## src/rtl/div_sequencer_pkg.sv

```systemverilog
`default_nettype none
// +--------------------------------------------------------------------+
// | div_sequencer_pkg : op encodings, constants and metadata type       |
// | Revision: 1.0                                                      |
// +--------------------------------------------------------------------+
package div_sequencer_pkg;

  typedef enum logic [1:0] {
    OP_DIV  = 2'b00,
    OP_DIVU = 2'b01,
    OP_REM  = 2'b10,
    OP_REMU = 2'b11
  } op_e;

  localparam logic [31:0] INT_MIN  = 32'h8000_0000;
  localparam logic [31:0] ALL_ONES = 32'hFFFF_FFFF;

  typedef struct packed {
    op_e         op;
    logic        neg_q;
    logic        neg_r;
    logic        special;
    logic [31:0] special_val;
  } meta_t;

  function automatic logic is_signed_op(op_e op);
    return (op == OP_DIV) || (op == OP_REM);
  endfunction

  function automatic logic is_rem_op(op_e op);
    return (op == OP_REM) || (op == OP_REMU);
  endfunction

endpackage
`default_nettype wire

```

## src/rtl/div_sequencer_if.sv

```systemverilog
`default_nettype none
// +--------------------------------------------------------------------+
// | div_sequencer_if : request/response handshake bundle                |
// | Revision: 1.0                                                      |
// +--------------------------------------------------------------------+
interface div_sequencer_if #(
  parameter int TAG_W = 5
);
  logic             req_valid;
  logic             req_ready;
  logic [1:0]       req_op;
  logic [31:0]      req_a;
  logic [31:0]      req_b;
  logic [TAG_W-1:0] req_tag;
  logic             resp_valid;
  logic             resp_ready;
  logic [31:0]      resp_data;
  logic [TAG_W-1:0] resp_tag;

  modport master (
    output req_valid, req_op, req_a, req_b, req_tag, resp_ready,
    input  req_ready, resp_valid, resp_data, resp_tag
  );

  modport slave (
    input  req_valid, req_op, req_a, req_b, req_tag, resp_ready,
    output req_ready, resp_valid, resp_data, resp_tag
  );
endinterface
`default_nettype wire

```

## src/rtl/DividerUnsignedPipelined.sv

```systemverilog
`default_nettype none
// +--------------------------------------------------------------------+
// | DividerUnsignedPipelined : restoring 32/32 divider, STAGES deep     |
// | Revision: 1.0                                                      |
// +--------------------------------------------------------------------+
module DividerUnsignedPipelined #(
  parameter int STAGES = 8
) (
  input  logic        clk,
  input  logic        rst,
  input  logic        stall,
  input  logic [31:0] dividend,
  input  logic [31:0] divisor,
  output logic [31:0] quotient,
  output logic [31:0] remainder
);

  localparam int BITS = 32 / STAGES;

  typedef struct packed {
    logic [31:0] dvd;
    logic [31:0] rem;
    logic [31:0] quo;
    logic [31:0] dsr;
  } div_st_t;

  // One stage retires BITS quotient bits; the 33-bit partial remainder
  // keeps the compare exact for divisors with the top bit set.
  function automatic div_st_t step(div_st_t s);
    div_st_t     n = s;
    logic [32:0] w;
    for (int k = 0; k < BITS; k++) begin
      w     = {n.rem, n.dvd[31]};
      n.dvd = {n.dvd[30:0], 1'b0};
      if (w >= {1'b0, n.dsr}) begin
        w     = w - {1'b0, n.dsr};
        n.quo = {n.quo[30:0], 1'b1};
      end else begin
        n.quo = {n.quo[30:0], 1'b0};
      end
      n.rem = w[31:0];
    end
    return n;
  endfunction

  div_st_t w_in;
  div_st_t r_st [STAGES];

  assign w_in = '{dvd: dividend, rem: 32'd0, quo: 32'd0, dsr: divisor};

  always_ff @(posedge clk) begin
    if (rst) begin
      for (int i = 0; i < STAGES; i++) begin
        r_st[i] <= '0;
      end
    end else if (!stall) begin
      r_st[0] <= step(w_in);
      for (int i = 1; i < STAGES; i++) begin
        r_st[i] <= step(r_st[i-1]);
      end
    end
  end

  assign quotient  = r_st[STAGES-1].quo;
  assign remainder = r_st[STAGES-1].rem;

endmodule
`default_nettype wire

```

## src/rtl/div_meta_pipe.sv

```systemverilog
`default_nettype none
// +--------------------------------------------------------------------+
// | div_meta_pipe : per-op metadata shift register, aligned to divider  |
// | Revision: 1.0                                                      |
// +--------------------------------------------------------------------+
module div_meta_pipe
  import div_sequencer_pkg::*;
#(
  parameter int STAGES = 8,
  parameter int TAG_W  = 5
) (
  input  logic             clk,
  input  logic             rst,
  input  logic             hold,
  input  logic             flush,
  input  logic             in_valid,
  input  meta_t            in_meta,
  input  logic [TAG_W-1:0] in_tag,
  output logic             out_valid,
  output meta_t            out_meta,
  output logic [TAG_W-1:0] out_tag
);

  logic [STAGES-1:0] r_valid;
  meta_t             r_meta [STAGES];
  logic [TAG_W-1:0]  r_tag  [STAGES];

  // Flush is evaluated after the shift so it wins over both hold and a load.
  always_ff @(posedge clk) begin
    if (rst) begin
      r_valid <= '0;
      for (int i = 0; i < STAGES; i++) begin
        r_meta[i] <= '0;
        r_tag[i]  <= '0;
      end
    end else begin
      if (!hold) begin
        r_valid[0] <= in_valid;
        r_meta[0]  <= in_meta;
        r_tag[0]   <= in_tag;
        for (int i = 1; i < STAGES; i++) begin
          r_valid[i] <= r_valid[i-1];
          r_meta[i]  <= r_meta[i-1];
          r_tag[i]   <= r_tag[i-1];
        end
      end
      if (flush) begin
        r_valid <= '0;
      end
    end
  end

  assign out_valid = r_valid[STAGES-1];
  assign out_meta  = r_meta[STAGES-1];
  assign out_tag   = r_tag[STAGES-1];

endmodule
`default_nettype wire

```

## src/rtl/div_sequencer.sv

```systemverilog
`default_nettype none
// +--------------------------------------------------------------------+
// | div_sequencer : signed/unsigned DIV/REM sequencing around the       |
// | shared unsigned divider.  Revision: 1.0                            |
// +--------------------------------------------------------------------+
module div_sequencer
  import div_sequencer_pkg::*;
#(
  parameter int STAGES = 8,
  parameter int TAG_W  = 5,
  parameter int CNT_W  = 4
) (
  input  logic             clk,
  input  logic             rst,
  input  logic             flush,
  div_sequencer_if.slave   bus,
  output logic             busy,
  output logic [CNT_W-1:0] inflight_cnt
);

  logic             w_hold;
  logic             w_accept;
  logic             w_retire;
  op_e              w_op;
  logic             w_sgn;
  logic [31:0]      w_div_a;
  logic [31:0]      w_div_b;
  meta_t            w_meta_in;
  logic             w_last_valid;
  meta_t            w_last_meta;
  logic [TAG_W-1:0] w_last_tag;
  logic [31:0]      w_quo;
  logic [31:0]      w_rem;
  logic [31:0]      w_result;
  logic [CNT_W-1:0] r_cnt;

  assign w_hold        = bus.resp_valid && !bus.resp_ready;
  assign bus.req_ready = !w_hold && !flush;
  assign w_accept      = bus.req_valid && bus.req_ready;
  assign w_retire      = bus.resp_valid && bus.resp_ready;

  assign w_op    = op_e'(bus.req_op);
  assign w_sgn   = is_signed_op(w_op);
  assign w_div_a = (w_sgn && bus.req_a[31]) ? (~bus.req_a + 32'd1) : bus.req_a;
  assign w_div_b = (w_sgn && bus.req_b[31]) ? (~bus.req_b + 32'd1) : bus.req_b;

  always_comb begin
    w_meta_in       = '0;
    w_meta_in.op    = w_op;
    w_meta_in.neg_q = w_sgn && (bus.req_a[31] ^ bus.req_b[31]);
    w_meta_in.neg_r = w_sgn && bus.req_a[31];
    if (bus.req_b == 32'd0) begin
      w_meta_in.special     = 1'b1;
      w_meta_in.special_val = is_rem_op(w_op) ? bus.req_a : ALL_ONES;
    end else if (w_sgn && bus.req_a == INT_MIN && bus.req_b == ALL_ONES) begin
      w_meta_in.special     = 1'b1;
      w_meta_in.special_val = is_rem_op(w_op) ? 32'd0 : INT_MIN;
    end
  end

  DividerUnsignedPipelined #(
    .STAGES(STAGES)
  ) u_divider (
    .clk      (clk),
    .rst      (rst),
    .stall    (w_hold),
    .dividend (w_div_a),
    .divisor  (w_div_b),
    .quotient (w_quo),
    .remainder(w_rem)
  );

  div_meta_pipe #(
    .STAGES(STAGES),
    .TAG_W (TAG_W)
  ) u_meta_pipe (
    .clk      (clk),
    .rst      (rst),
    .hold     (w_hold),
    .flush    (flush),
    .in_valid (w_accept),
    .in_meta  (w_meta_in),
    .in_tag   (bus.req_tag),
    .out_valid(w_last_valid),
    .out_meta (w_last_meta),
    .out_tag  (w_last_tag)
  );

  always_comb begin
    w_result = '0;
    if (w_last_meta.special) begin
      w_result = w_last_meta.special_val;
    end else begin
      case (w_last_meta.op)
        OP_DIV, OP_DIVU: w_result = w_last_meta.neg_q ? (~w_quo + 32'd1) : w_quo;
        default:         w_result = w_last_meta.neg_r ? (~w_rem + 32'd1) : w_rem;
      endcase
    end
  end

  // Outputs read as zero whenever no result is present.
  assign bus.resp_valid = w_last_valid;
  assign bus.resp_data  = w_last_valid ? w_result : 32'd0;
  assign bus.resp_tag   = w_last_valid ? w_last_tag : '0;

  always_ff @(posedge clk) begin
    if (rst || flush) begin
      r_cnt <= '0;
    end else if (w_accept && !w_retire) begin
      r_cnt <= r_cnt + CNT_W'(1);
    end else if (!w_accept && w_retire) begin
      r_cnt <= r_cnt - CNT_W'(1);
    end
  end

  assign inflight_cnt = r_cnt;
  assign busy         = (r_cnt != '0);

endmodule
`default_nettype wire

```

## src/flat_wrapper.sv

```systemverilog
// flat-port wrapper written by rule: the top's interface ports become plain ports
module div_sequencer_flat import div_sequencer_pkg::*;
#(
  parameter int STAGES = 8,
  parameter int TAG_W  = 5,
  parameter int CNT_W  = 4
)
  (clk, rst, flush, busy, inflight_cnt, bus_req_valid, bus_req_op, bus_req_a, bus_req_b, bus_req_tag, bus_resp_ready, bus_req_ready, bus_resp_valid, bus_resp_data, bus_resp_tag);
  div_sequencer_if #(.TAG_W(TAG_W)) bus_i ();
  input  logic clk;
  input  logic rst;
  input  logic flush;
  output logic busy;
  output logic [CNT_W-1:0] inflight_cnt;
  input wire logic [$bits(bus_i.req_valid)-1:0] bus_req_valid;
  input wire logic [$bits(bus_i.req_op)-1:0] bus_req_op;
  input wire logic [$bits(bus_i.req_a)-1:0] bus_req_a;
  input wire logic [$bits(bus_i.req_b)-1:0] bus_req_b;
  input wire logic [$bits(bus_i.req_tag)-1:0] bus_req_tag;
  input wire logic [$bits(bus_i.resp_ready)-1:0] bus_resp_ready;
  output wire logic [$bits(bus_i.req_ready)-1:0] bus_req_ready;
  output wire logic [$bits(bus_i.resp_valid)-1:0] bus_resp_valid;
  output wire logic [$bits(bus_i.resp_data)-1:0] bus_resp_data;
  output wire logic [$bits(bus_i.resp_tag)-1:0] bus_resp_tag;
  assign bus_i.req_valid = bus_req_valid;
  assign bus_i.req_op = bus_req_op;
  assign bus_i.req_a = bus_req_a;
  assign bus_i.req_b = bus_req_b;
  assign bus_i.req_tag = bus_req_tag;
  assign bus_i.resp_ready = bus_resp_ready;
  assign bus_req_ready = bus_i.req_ready;
  assign bus_resp_valid = bus_i.resp_valid;
  assign bus_resp_data = bus_i.resp_data;
  assign bus_resp_tag = bus_i.resp_tag;
  div_sequencer #(.STAGES(STAGES), .TAG_W(TAG_W), .CNT_W(CNT_W)) u_core (.clk(clk), .rst(rst), .flush(flush), .bus(bus_i), .busy(busy), .inflight_cnt(inflight_cnt));
endmodule
```

## config.mk

```make
export PLATFORM = sky130hd
export DESIGN_NAME = div_sequencer_flat
export DESIGN_NICKNAME = d
export VERILOG_FILES = /design/src/rtl/div_sequencer_pkg.sv /design/src/rtl/div_sequencer_if.sv /design/src/rtl/DividerUnsignedPipelined.sv /design/src/rtl/div_meta_pipe.sv /design/src/rtl/div_sequencer.sv /design/src/flat_wrapper.sv
export SDC_FILE = /design/constraint.sdc
export NUM_CORES = 2
export LEC_CHECK = 0
export ABC_CLOCK_PERIOD_IN_PS = 30700
export BUFFER_PORTS_ARGS = -buffer_cell sky130_fd_sc_hd__buf_2
export CAP_MARGIN = 20
export CORE_MARGIN = 1.5
export CORE_UTILIZATION = 50
export DETAILED_ROUTE_END_ITERATION = 6
export MAX_ROUTING_LAYER = met4
export PLACE_DENSITY = 0.77
export SLEW_MARGIN = 20
export SYNTH_ARGS = -nofsm -noshare
export SYNTH_HDL_FRONTEND = slang
export SYNTH_SLANG_ARGS = --single-unit
```

## constraint.sdc

```tcl
create_clock -name clk -period 30.7 [get_ports clk]
set_input_delay 1.535 -clock clk [delete_from_list [all_inputs] [get_ports clk]]
set_output_delay 1.535 -clock clk [all_outputs]
set_load 0.05 [all_outputs]
```

==> out/qor.csv <==
stage,metric,value,unit
sta,worst_pin_slew,1.18,ns
sta,fin_tns_setup,0,ns
synth,synth_cell_types,105,
place,dp_hpwl,228,mm
die,fp.dieW,455,µm
detailed_routing,ant_nets,0,
clocking,cts_root_buffer,clkbuf_16,
clocking,cts_tree,yes,
min_path,holdPathStages,2,
worst_setup_path,cpPeakStageDelay,0.78,ns
detailed_routing,wl_per_cell,20.6,µm
synth,yosysSeqAreaShare,31.6,%
worst_setup_path,r2r_end,u_core.u_divider.r_st[0][466],
cells_and_area,final_common_cell,nor2_1,
cells_and_area,area_delta_synth_final,6.94,%
clocking,postCtsSetupBuffers,0,
grt,grt-ovfl-total,0,
sta,rsz0062_at_grt,no,
detailed_routing,drc,0,
die,core,202000,µm²
status,status,completed,
clocking,cts_inserted_buffers,114,
worst_setup_path,cp.arrival,17.85,ns
sta,skew,0.104,ns
die,ioPinCount,120,
clocking,clk_path_buf_depth,3,
worst_setup_path,end_kind,flop,
sta,slew_headroom,21.2,%
worst_setup_path,cp-start-kind,input port,
sta,fmax,0.0581,GHz
die,start_util,50.4,%
sta,post-route-period-util,56.1,%
clocking,cts_resized,0,
worst_setup_path,crit_required,31.33,ns
worst_setup_path,r2r_cells,55,
synth,avgSynthCellArea,8.99,µm²
cells_and_area,drive_gt1_share,7.90,%
grt,antenna_found_initial,8,
synth,syn_nets,12500,
clocking,clkLatencyLatePin,0.80,ns
synth,ys_warn_count,0,
grt,grt_start_max_net_pins,204,
cells_and_area,n_fill_cell,18100,
synth,netlist_area,102000,µm²
die,die_h,455,µm
clocking,hold_buffers,0,
min_path,hp-class,flop to flop,
worst_setup_path,reg2reg_setup_slack,13.88,ns
place,routabilityCongestion,0.994,
synth,syn-instance-count,11300,
detailed_routing,drtIter0Drc,6806,
cells_and_area,most-common-layout-cells,"nor2_1, edfxtp_1, ha_1",
sta,min_period,17.22,ns
worst_setup_path,path_common_cell,a21oi_1,
sta,drv_slew,0,
sta,hold-worst-slack,0.459,ns
clocking,cts_sinks,1076,
detailed_routing,dr.pass1.iters,6,
grt,grt_pass1_wl,446,mm
synth,synth_edf_count,1064,
sta,hold_violations,0,
die,die-area,207000,µm²
clocking,clk_pin_slew,0.06,ns
sta,finalSetupViolations,0,
worst_setup_path,path_class,input port to flop,
place,io_buffers,119,
worst_setup_path,reg2reg_from,u_core.u_divider.r_st[0][249],
synth,synth_seq_cells,1076,
die,num_rows,165,
detailed_routing,vias_per_cell,6.07,
min_path,hold_end,u_core.u_meta_pipe.r_valid[5],
cells_and_area,finalNetCount,12400,
clocking,htree_levels,3,
synth,synth-main-ff-cell,edfxtp_1,
worst_setup_path,cp_max_fo,30,
grt,grt_usage,27.6,%
job,maxCapViolations,0,
grt,grt_pass1_vias,80900,
min_path,holdCritStartpoint,u_core.u_meta_pipe.r_valid[5],
synth,async_flop_share,0,%
worst_setup_path,slowest_stage,a2111oi_1,
detailed_routing,via_count,85300,
detailed_routing,totalWireLength,289,mm
==> per-layer routing <==
layer | routed length, µm | GRT usage, % | vias up | share of wire [%]
met5 | 0 | - | - | 0
met4 | 11000 | 10.3 | 0 | 3.8
met3 | 12800 | 2.35 | 554 | 4.4
met2 | 141000 | 46.4 | 2341 | 49
li1 | - | - | 41600 | -
met1 | 125000 | 34.5 | 40800 | 43
==> critical path, delay by kind of cell <==
kind / cells / cell delay, ns
AOI/OAI and AO/OA: 27 / 7.33
and+or+nand+nor: 20 / 4.43
adders and majority gates: 5 / 1.68
muxes: 3 / 1.25
buffers and inverters: 7 / 1.54
==> flip-flops by register name, indices dropped and copies added (netlist names) <==
signal                      cells
u_core.u_meta_pipe.r_valid      8
u_core.u_meta_pipe.r_tag       40
u_core.u_divider.r_st         736
u_core.inflight_cnt             4
u_core.u_meta_pipe.r_meta     288
==> kinds of logic (layout without fill, tap and decap cells) <==
group | Yosys count | count (layout) | share of synthesized area, %
compound gates | 3106 | 3106 | 19.5
xor+xnor | 931 | 931 | 8.00
fa+ha+maj | 1034 | 1034 | 12.9
buf+inv | 961 | 979 | 3.68
flops | 1076 | 1076 | 31.6
mux | 667 | 667 | 7.03
other cells | 0 | 8 | 0
simple gates | 3569 | 3569 | 17.3
==> Yosys cell counts, drive strengths merged, types with 159 or more instances <==
cell type	count	area share, %
nor2	1123	4.1
edfxtp	1064	31
ha	1002	12
a21oi	947	4.7
nand2	685	2.5
o21ai	639	3.1
xnor2	625	5.4
inv	571	2.1
a21o	465	3.4
mux2	385	4.3
nor2b	326	2.0
clkbuf	321	1.2
xor2	306	2.6
and2	297	1.8
mux2i	282	2.8
and3	213	1.3
nand3	180	0.89
nor3	168	0.85
a211oi	161	1.2
nand4	159	0.98
==> final cells by class <==
class | count | area (µm²) | area share, %
clock buffers | 142 | 2980 | 2.73
inverters | 572 | 2150 | 1.97
clock inverters | 72 | 877 | 0.805
flip-flops and latches | 1076 | 32200 | 29.5
multi-input cells | 9307 | 66200 | 60.7
diodes | 8 | 20.0 | 0.0184
well taps | 2672 | 3340 | 3.07
repair buffers | 193 | 1270 | 1.16
==> through the flow <==
step / setup WS, ns / utilization, % / std cells / cell area [µm²]
final: 13.48 / 53.9 / 14000 / 109000
after floorplan: 4.29 / - / 11300 / 102000
after global routing: 12.18 / 53.9 / 14000 / 109000
after global placement: 12.79 / 51.9 / 13800 / 105000
after detailed placement: 12.65 / 51.9 / 13800 / 105000
after CTS: 13.37 / 53.8 / 14000 / 109000
==> worst max-delay path by stage <==
stage                    from                      endpoint  slack (ns)  depth (start not counted)
2_1_floorplan  bus_resp_ready   u_core.u_divider.r_st[0][0]        4.29                          3
3_3_place_gp     bus_req_a[1]  u_core.u_divider.r_st[0][64]       12.79                         62
3_5_place_dp     bus_req_a[1]  u_core.u_divider.r_st[0][64]       12.65                         62
4_1_cts          bus_req_a[1]  u_core.u_divider.r_st[0][64]       13.37                         62
5_1_grt          bus_req_a[1]  u_core.u_divider.r_st[0][68]       12.18                         62
6_report         bus_req_a[1]  u_core.u_divider.r_st[0][64]       13.48                         62
Power is not shown: default switching activity piles up to over one toggle a cycle in this logic, so the estimate is an artifact.
